==> src/rtl/demux1to4_deser.sv <==
// 1-to-4 serial demultiplexer: routes each valid input bit to one of four
// per-channel deserializers and presents completed words with a valid/ready handshake.
module demux1to4_deser #(
  parameter int unsigned WIDTH = 8
) (
  input  logic                 clk,
  input  logic                 rst_n,
  input  logic                 In,
  input  logic                 In_valid,
  input  logic [1:0]           sel,
  output logic [4*WIDTH-1:0]   Out,
  output logic [3:0]           Out_valid,
  input  logic [3:0]           Out_ready,
  output logic [3:0]           overrun,
  input  logic                 clr_overrun
);

  localparam int unsigned NCH = 4;
  localparam int unsigned CW  = (WIDTH > 2) ? $clog2(WIDTH) : 1;

  logic [NCH-1:0][WIDTH-1:0] shreg_q, shreg_d;
  logic [NCH-1:0][WIDTH-1:0] word_q, word_d;
  logic [NCH-1:0][CW-1:0]    cnt_q, cnt_d;
  logic [NCH-1:0]            vld_q, vld_d;
  logic [NCH-1:0]            ovr_q, ovr_d;
  // Low for the first edge after reset release so that edge samples nothing
  logic                      armed_q;

  // Next-state: per-channel shift/complete, handshake and sticky overrun
  always_comb begin
    shreg_d = shreg_q;
    word_d  = word_q;
    cnt_d   = cnt_q;
    vld_d   = vld_q;
    ovr_d   = ovr_q;
    if (armed_q) begin
      if (clr_overrun) ovr_d = '0;
      for (int k = 0; k < NCH; k++) begin
        if (vld_q[k] && Out_ready[k]) vld_d[k] = 1'b0;
        if (In_valid && (sel == 2'(k))) begin
          shreg_d[k] = {shreg_q[k][WIDTH-2:0], In};
          if (cnt_q[k] == CW'(WIDTH - 1)) begin
            // Completion wins over accept; overrun only if the old word was not taken
            cnt_d[k]  = '0;
            word_d[k] = {shreg_q[k][WIDTH-2:0], In};
            vld_d[k]  = 1'b1;
            if (vld_q[k] && !Out_ready[k]) ovr_d[k] = 1'b1;
          end else begin
            cnt_d[k] = cnt_q[k] + CW'(1);
          end
        end
      end
    end
  end

  always_ff @(posedge clk or negedge rst_n) begin
    if (!rst_n) begin
      shreg_q <= '0;
      word_q  <= '0;
      cnt_q   <= '0;
      vld_q   <= '0;
      ovr_q   <= '0;
      armed_q <= 1'b0;
    end else begin
      shreg_q <= shreg_d;
      word_q  <= word_d;
      cnt_q   <= cnt_d;
      vld_q   <= vld_d;
      ovr_q   <= ovr_d;
      armed_q <= 1'b1;
    end
  end

  assign Out       = word_q;
  assign Out_valid = vld_q;
  assign overrun   = ovr_q;

endmodule

==> config.mk <==
export PLATFORM = sky130hd
export DESIGN_NAME = demux1to4_deser
export DESIGN_NICKNAME = d
export VERILOG_FILES = /design/src/rtl/demux1to4_deser.sv
export SDC_FILE = /design/constraint.sdc
export NUM_CORES = 1
export LEC_CHECK = 0
export ABC_AREA = 1
export BUFFER_PORTS_ARGS = -buffer_cell sky130_fd_sc_hd__buf_4
export CAP_MARGIN = 20
export CELL_PAD_IN_SITES_DETAIL_PLACEMENT = 1
export CELL_PAD_IN_SITES_GLOBAL_PLACEMENT = 1
export CORE_MARGIN = 2
export CORE_UTILIZATION = 38
export DETAILED_ROUTE_END_ITERATION = 7
export GPL_TIMING_DRIVEN = 0
export PLACE_DENSITY = 0.86
export SYNTH_ARGS = -nofsm -noshare
export SYNTH_HDL_FRONTEND = slang
export SYNTH_SLANG_ARGS = --single-unit
==> constraint.sdc <==
create_clock -name clk -period 1.35 [get_ports clk]
set_input_delay 0.2025 -clock clk [delete_from_list [all_inputs] [get_ports clk]]
set_output_delay 0.2025 -clock clk [all_outputs]
set_load 0.005 [all_outputs]
# Word level (Yosys, flattened, before mapping)
# Index checks and enable logic that the tools add are counted.
# classes
add_sub_neg	4
eq_ne	7
n_mux	29
n_reduce_logical	25
# ops
operator	n
two-way mux 1 bit	24
adder 3 x 1 -> 3 bit, second input constant	4
equality test 3 bit, second input constant	4
logical AND 1 bit	12
two-way mux 3 bit	4
AND reduction 3 bit	4
AND reduction 2 bit	4
equality test 2 bit, second input constant	2
logical NOT 1 bit	4
two-way mux 4 bit	1
equality test 2 x 1 -> 1 bit, second input constant	1
logical NOT 2 bit	1
# totals
ff_bits	81
out_inout_bits	40

# Depth between registers and ports, before layout
# depth
ltp_word	5
depth_mapped	7
ltp_nobuf	6

# Worst setup path before layout
# OpenSTA, ideal clock, no wires.
# synth_path
kind	register to register
startpoint	reg cnt_q[9] in the netlist's numbering
endpoint	reg cnt_q[9] in the netlist's numbering
arrival_time_ns	1.139
required_time_ns	1.229
path_slack_ns	0.091
stages_incl_launch_ff	7
n_path_buf	1
synth_period_minus_slack_ns	1.259
path_cell_list	dfrtp_1 -> ha_1 -> ha_1 -> clkbuf_1 -> nor2_1 -> nand2_1 -> nand2_1
# synth_between
elab_chain_cells	2
# synth_rtl
element	line_no	source
from (decl)	23	logic [NCH-1:0][CW-1:0] cnt_q, cnt_d;
from (signal assigned)	67	cnt_q <= cnt_d;
adder 3 x 1 -> 3 bit / equality test 3 bit (equally long branches)	49, 42	
two-way mux 3 bit (*)	42	if (cnt_q[k] == CW'(WIDTH - 1)) begin
# Mark *: on every way between the ends. The rest lies on a longest branch, timed or not.
# A chain may end at the register's enable or synchronous reset.

# Worst setup path in the final report
# layout_path
startpoint	reg armed_q
endpoint	reg shreg_q[2] in the netlist's numbering
# layout_between
elab_chain_cells	1
# layout_rtl
element	line_no	source
from (decl)	27	logic armed_q;
from (signal assigned)	63	armed_q <= 1'b0;
from (signal assigned)	70	armed_q <= 1'b1;
AND reduction 2 bit (no source line)	n/a	
to (signal assigned)	65	shreg_q <= shreg_d;
to (decl)	21	logic [NCH-1:0][WIDTH-1:0] shreg_q, shreg_d;
# Every way passes these cells.

==> reports/summary.md <==
The run finished with clean final reports. The count of buffers inserted at the top-level ports came out at 50. In this run the vertical extent of the chip is 98.92 µm.

Sequential elements use 59.21% of the synthesized area. The synthesized netlist contains 20 unique library cells. Clock-pin slew was measured on the worst setup and hold paths at 0.08 ns. Global routing used 18.04% of the available tracks across all layers.

Initial antenna violation count: 0. Power spread over the standard cell area amounts to 1299 nW/µm². The repair_antennas step left the layout with diodes totalling 0.

The non-filler instance count after layout was 561; the area growth from synthesis to layout was 24.89%. The class of the tightest hold or removal check was input pin to flip-flop. Data on the critical path arrives at its endpoint at 1.53 ns. The logs give 0 for the final number of setup-violating endpoints and 9784 µm² for the overall die area. The first global-routing pass estimated 14,120 µm of wire.

After routing the design area is 4275 µm². Subtracting the final worst setup slack from the clock period gives 1.291 ns. At the end of routability-driven placement, the weighted congestion stood at 0.7439. For the H-tree level count, the log shows 3.

Busiest metal layer after global routing: met2. The number of global-route vias before repair came out at 2,997. The number of top-level design ports came out at 51. The library cells used most frequently in the layout, excluding fill and tap cells, are sky130_fd_sc_hd__nand2_1, sky130_fd_sc_hd__dfrtp_1, sky130_fd_sc_hd__buf_4. For the initial core utilization, the log shows 39.25%. Row generation in the floorplan step produced 34 rows.

Dividing the detail-routed wire length by the instance count gives 15.06 µm. The run gives 468 as the count of nets after finishing. In this run the worst setup path begins at armed_q. The cell area that synthesis handed to floorplanning was 3423 µm². The routed design has 8447 µm of wire.

The clock arrives with 0.009090 ns of skew. After detailed placement, the total cell area comes to 3934 µm². Setup repair after global routing could not meet its margin everywhere.

The launch point of the worst hold path was Out_ready[0]. The clock passes through at most 2 buffers. A synthesized cell averages 9.009 µm². The number of max-slew violations in the final report came out at 0. The count of synthesis-stage warnings from yosys is 0. The startpoint identified for the worst register-to-register timing path is armed_q. In the routed design, unresolved DRC markers number 0. The final critical path takes up 95.63% of the cycle. The logs give 380 for the number of cells produced by synthesis and 0 for the final count of hold timing violations. The library cell used most frequently in the layout, excluding fill and tap cells, is sky130_fd_sc_hd__nand2_1. In this run the horizontal extent of the chip is 98.92 µm. Entering global routing, the biggest net connects 82 pins. The clock latency on the worst-skew pair is 0.35 ns, and the data required time of the worst path is 1.59 ns. Maximum fanout count along the critical path: 10. The leakage power figure is 2.394 nW. TritonCTS built the clock tree.

The critical path is of the flip-flop to flip-flop type. Number of detailed-route iterations in the first pass: 4. In this run, CTS created clock tree buffers numbering 9. The clock root buffer was sky130_fd_sc_hd__clkbuf_8. Global routing used 21.67% of the available met1 tracks.

The fraction of final layout cells sized beyond drive strength 1 works out to 24.50%. The maximum resistive drop on vdd came out at 0.4646 mV. The synthesized design contains 81 register bits. The overall overflow remaining after global route came out at 0. In the global route stage, met3 resource usage came out at 5.177%.

Synthesis produced a netlist with a net count of 400. Using the TritonRoute via totals, the vias-per-cell ratio works out to 4.893. The core region is 8721 µm². STA classifies the critical path endpoint as a flip-flop. Counting tap cells, the placed design contains a total of 538 instances. The routed layout has 2,745 vias. The detailed-placement wirelength estimate is 5394 µm. Once detail routing completed, the nets flagged for antenna violations numbered 0. After the first detailed-routing iteration, the DRC count stood at 85.

The run gives 0 as the max capacitance violation total. For this run, global-route usage on met2 was measured as 30.67%. The clock net sink count is 81.

Startpoint kind of the worst setup timing path: a flip-flop. The design draws 0.005554 W. Static timing analysis puts the maximum clock frequency at 0.7746 GHz.
-- layout make-up --
cell class,instances,area (µm²)
tap,108,135.1
clock inverter,5,55.05
timing repair buffer,56,440.4
inverter,12,45.04
clock buffer,11,141.4
fill,1033,4446
sequential,81,2027
multi-input combinational,273,1303
buffer,15,128.9
-- report_power, final --
group	internal [W]	switching (W)	total, W
logic	0.000355	0.000466	0.000821
clock network	0.000900	0.000871	0.00177
registers	0.00272	0.000237	0.00296
-- cells by family (layout without fill, tap and decap cells) --
group	count (synthesis)	in the layout	share of synthesized area, %
flops	81	81	59.21
other cells	1	1	0.1095
simple gates	246	247	30.56
fa+ha+maj	9	9	3.290
buf+inv	27	99	4.057
compound gates	16	16	2.778
-- state kept, by name (all words and copies together) (netlist names) --
register   flops
cnt_q         12
overrun        4
armed_q        1
Out_valid      4
Out           32
shreg_q       28
-- cells in the mapped netlist --
cell                         n  area share, %
sky130_fd_sc_hd__buf_2       6           0.88
sky130_fd_sc_hd__buf_4       2           0.44
sky130_fd_sc_hd__buf_6       3           0.99
sky130_fd_sc_hd__clkbuf_1    4           0.44
sky130_fd_sc_hd__conb_1      1           0.11
sky130_fd_sc_hd__dfrtp_1    81             59
sky130_fd_sc_hd__ha_1        9            3.3
sky130_fd_sc_hd__inv_1       8           0.88
sky130_fd_sc_hd__inv_2       4           0.44
sky130_fd_sc_hd__nand2_1   190             21
sky130_fd_sc_hd__nand2_2     2           0.37
sky130_fd_sc_hd__nand2_4     2           0.66
sky130_fd_sc_hd__nand3_1    34            5.0
sky130_fd_sc_hd__nand3_2     4            1.2
sky130_fd_sc_hd__nor2_1      8           0.88
sky130_fd_sc_hd__nor2_2      2           0.37
sky130_fd_sc_hd__nor2_4      4            1.3
sky130_fd_sc_hd__o21ai_0     2           0.29
sky130_fd_sc_hd__o21ai_1    10            1.5
sky130_fd_sc_hd__o21ai_2     4            1.0
-- path summary, 6_finish.rpt --
path,end,slack (ns),cells past startpoint
min in group asynchronous,overrun[2],0.34,2
worst max-delay path,shreg_q[2],0.06,7
worst min register to register,Out[1],0.48,2
max in group asynchronous,shreg_q[14],0.43,3
worst min-delay path,overrun[0],0.1,4
worst max register to register,shreg_q[2],0.06,7
-- critical path, stage by stage (launching register included) --
cell	delay, ns
sky130_fd_sc_hd__dfrtp_1	0.33
sky130_fd_sc_hd__buf_4	0.18
sky130_fd_sc_hd__inv_2	0.06
sky130_fd_sc_hd__nor2_4	0.16
sky130_fd_sc_hd__nand2_1	0.13
sky130_fd_sc_hd__buf_6	0.19
sky130_fd_sc_hd__nand2_1	0.07
sky130_fd_sc_hd__nand2_1	0.06
-- metrics by stage --
step / TNS (ns) / setup slack [ns] / hold WS [ns] / utilization, %
final: 0 / 0.05906 / 0.09795 / 49.02
after detailed placement: -2.270 / -0.1351 / 0.4487 / 45.11
after global placement: -0.5080 / -0.07276 / 0.4342 / 45.11
after CTS: -0.007314 / -0.004692 / 0.06011 / 47.80
after global routing: -0.05263 / -0.02028 / 0.1111 / 49.02
after floorplan: 0 / 0.09081 / -0.09309 / -
-- layer usage --
metal,vias to the layer above,wire length (µm)
li1,1324,-
met1,1359,3599
met2,47,4299
met3,15,372
met4,0,176
met5,-,0
-- timing repair --
| action | 4_1_cts | 5_1_grt |
|---|---|---|
| hold endpoints to repair | 0 | 30 |
| cloned | 1 | 1 |
| setup endpoints to repair | 29 | 51 |
| hold buffers | 0 | 1 |
| setup buffers | 0 | 3 |
| pin swaps | 0 | 2 |
| resized for setup | 9 | 15 |
(Power assumes the default switching activity.)
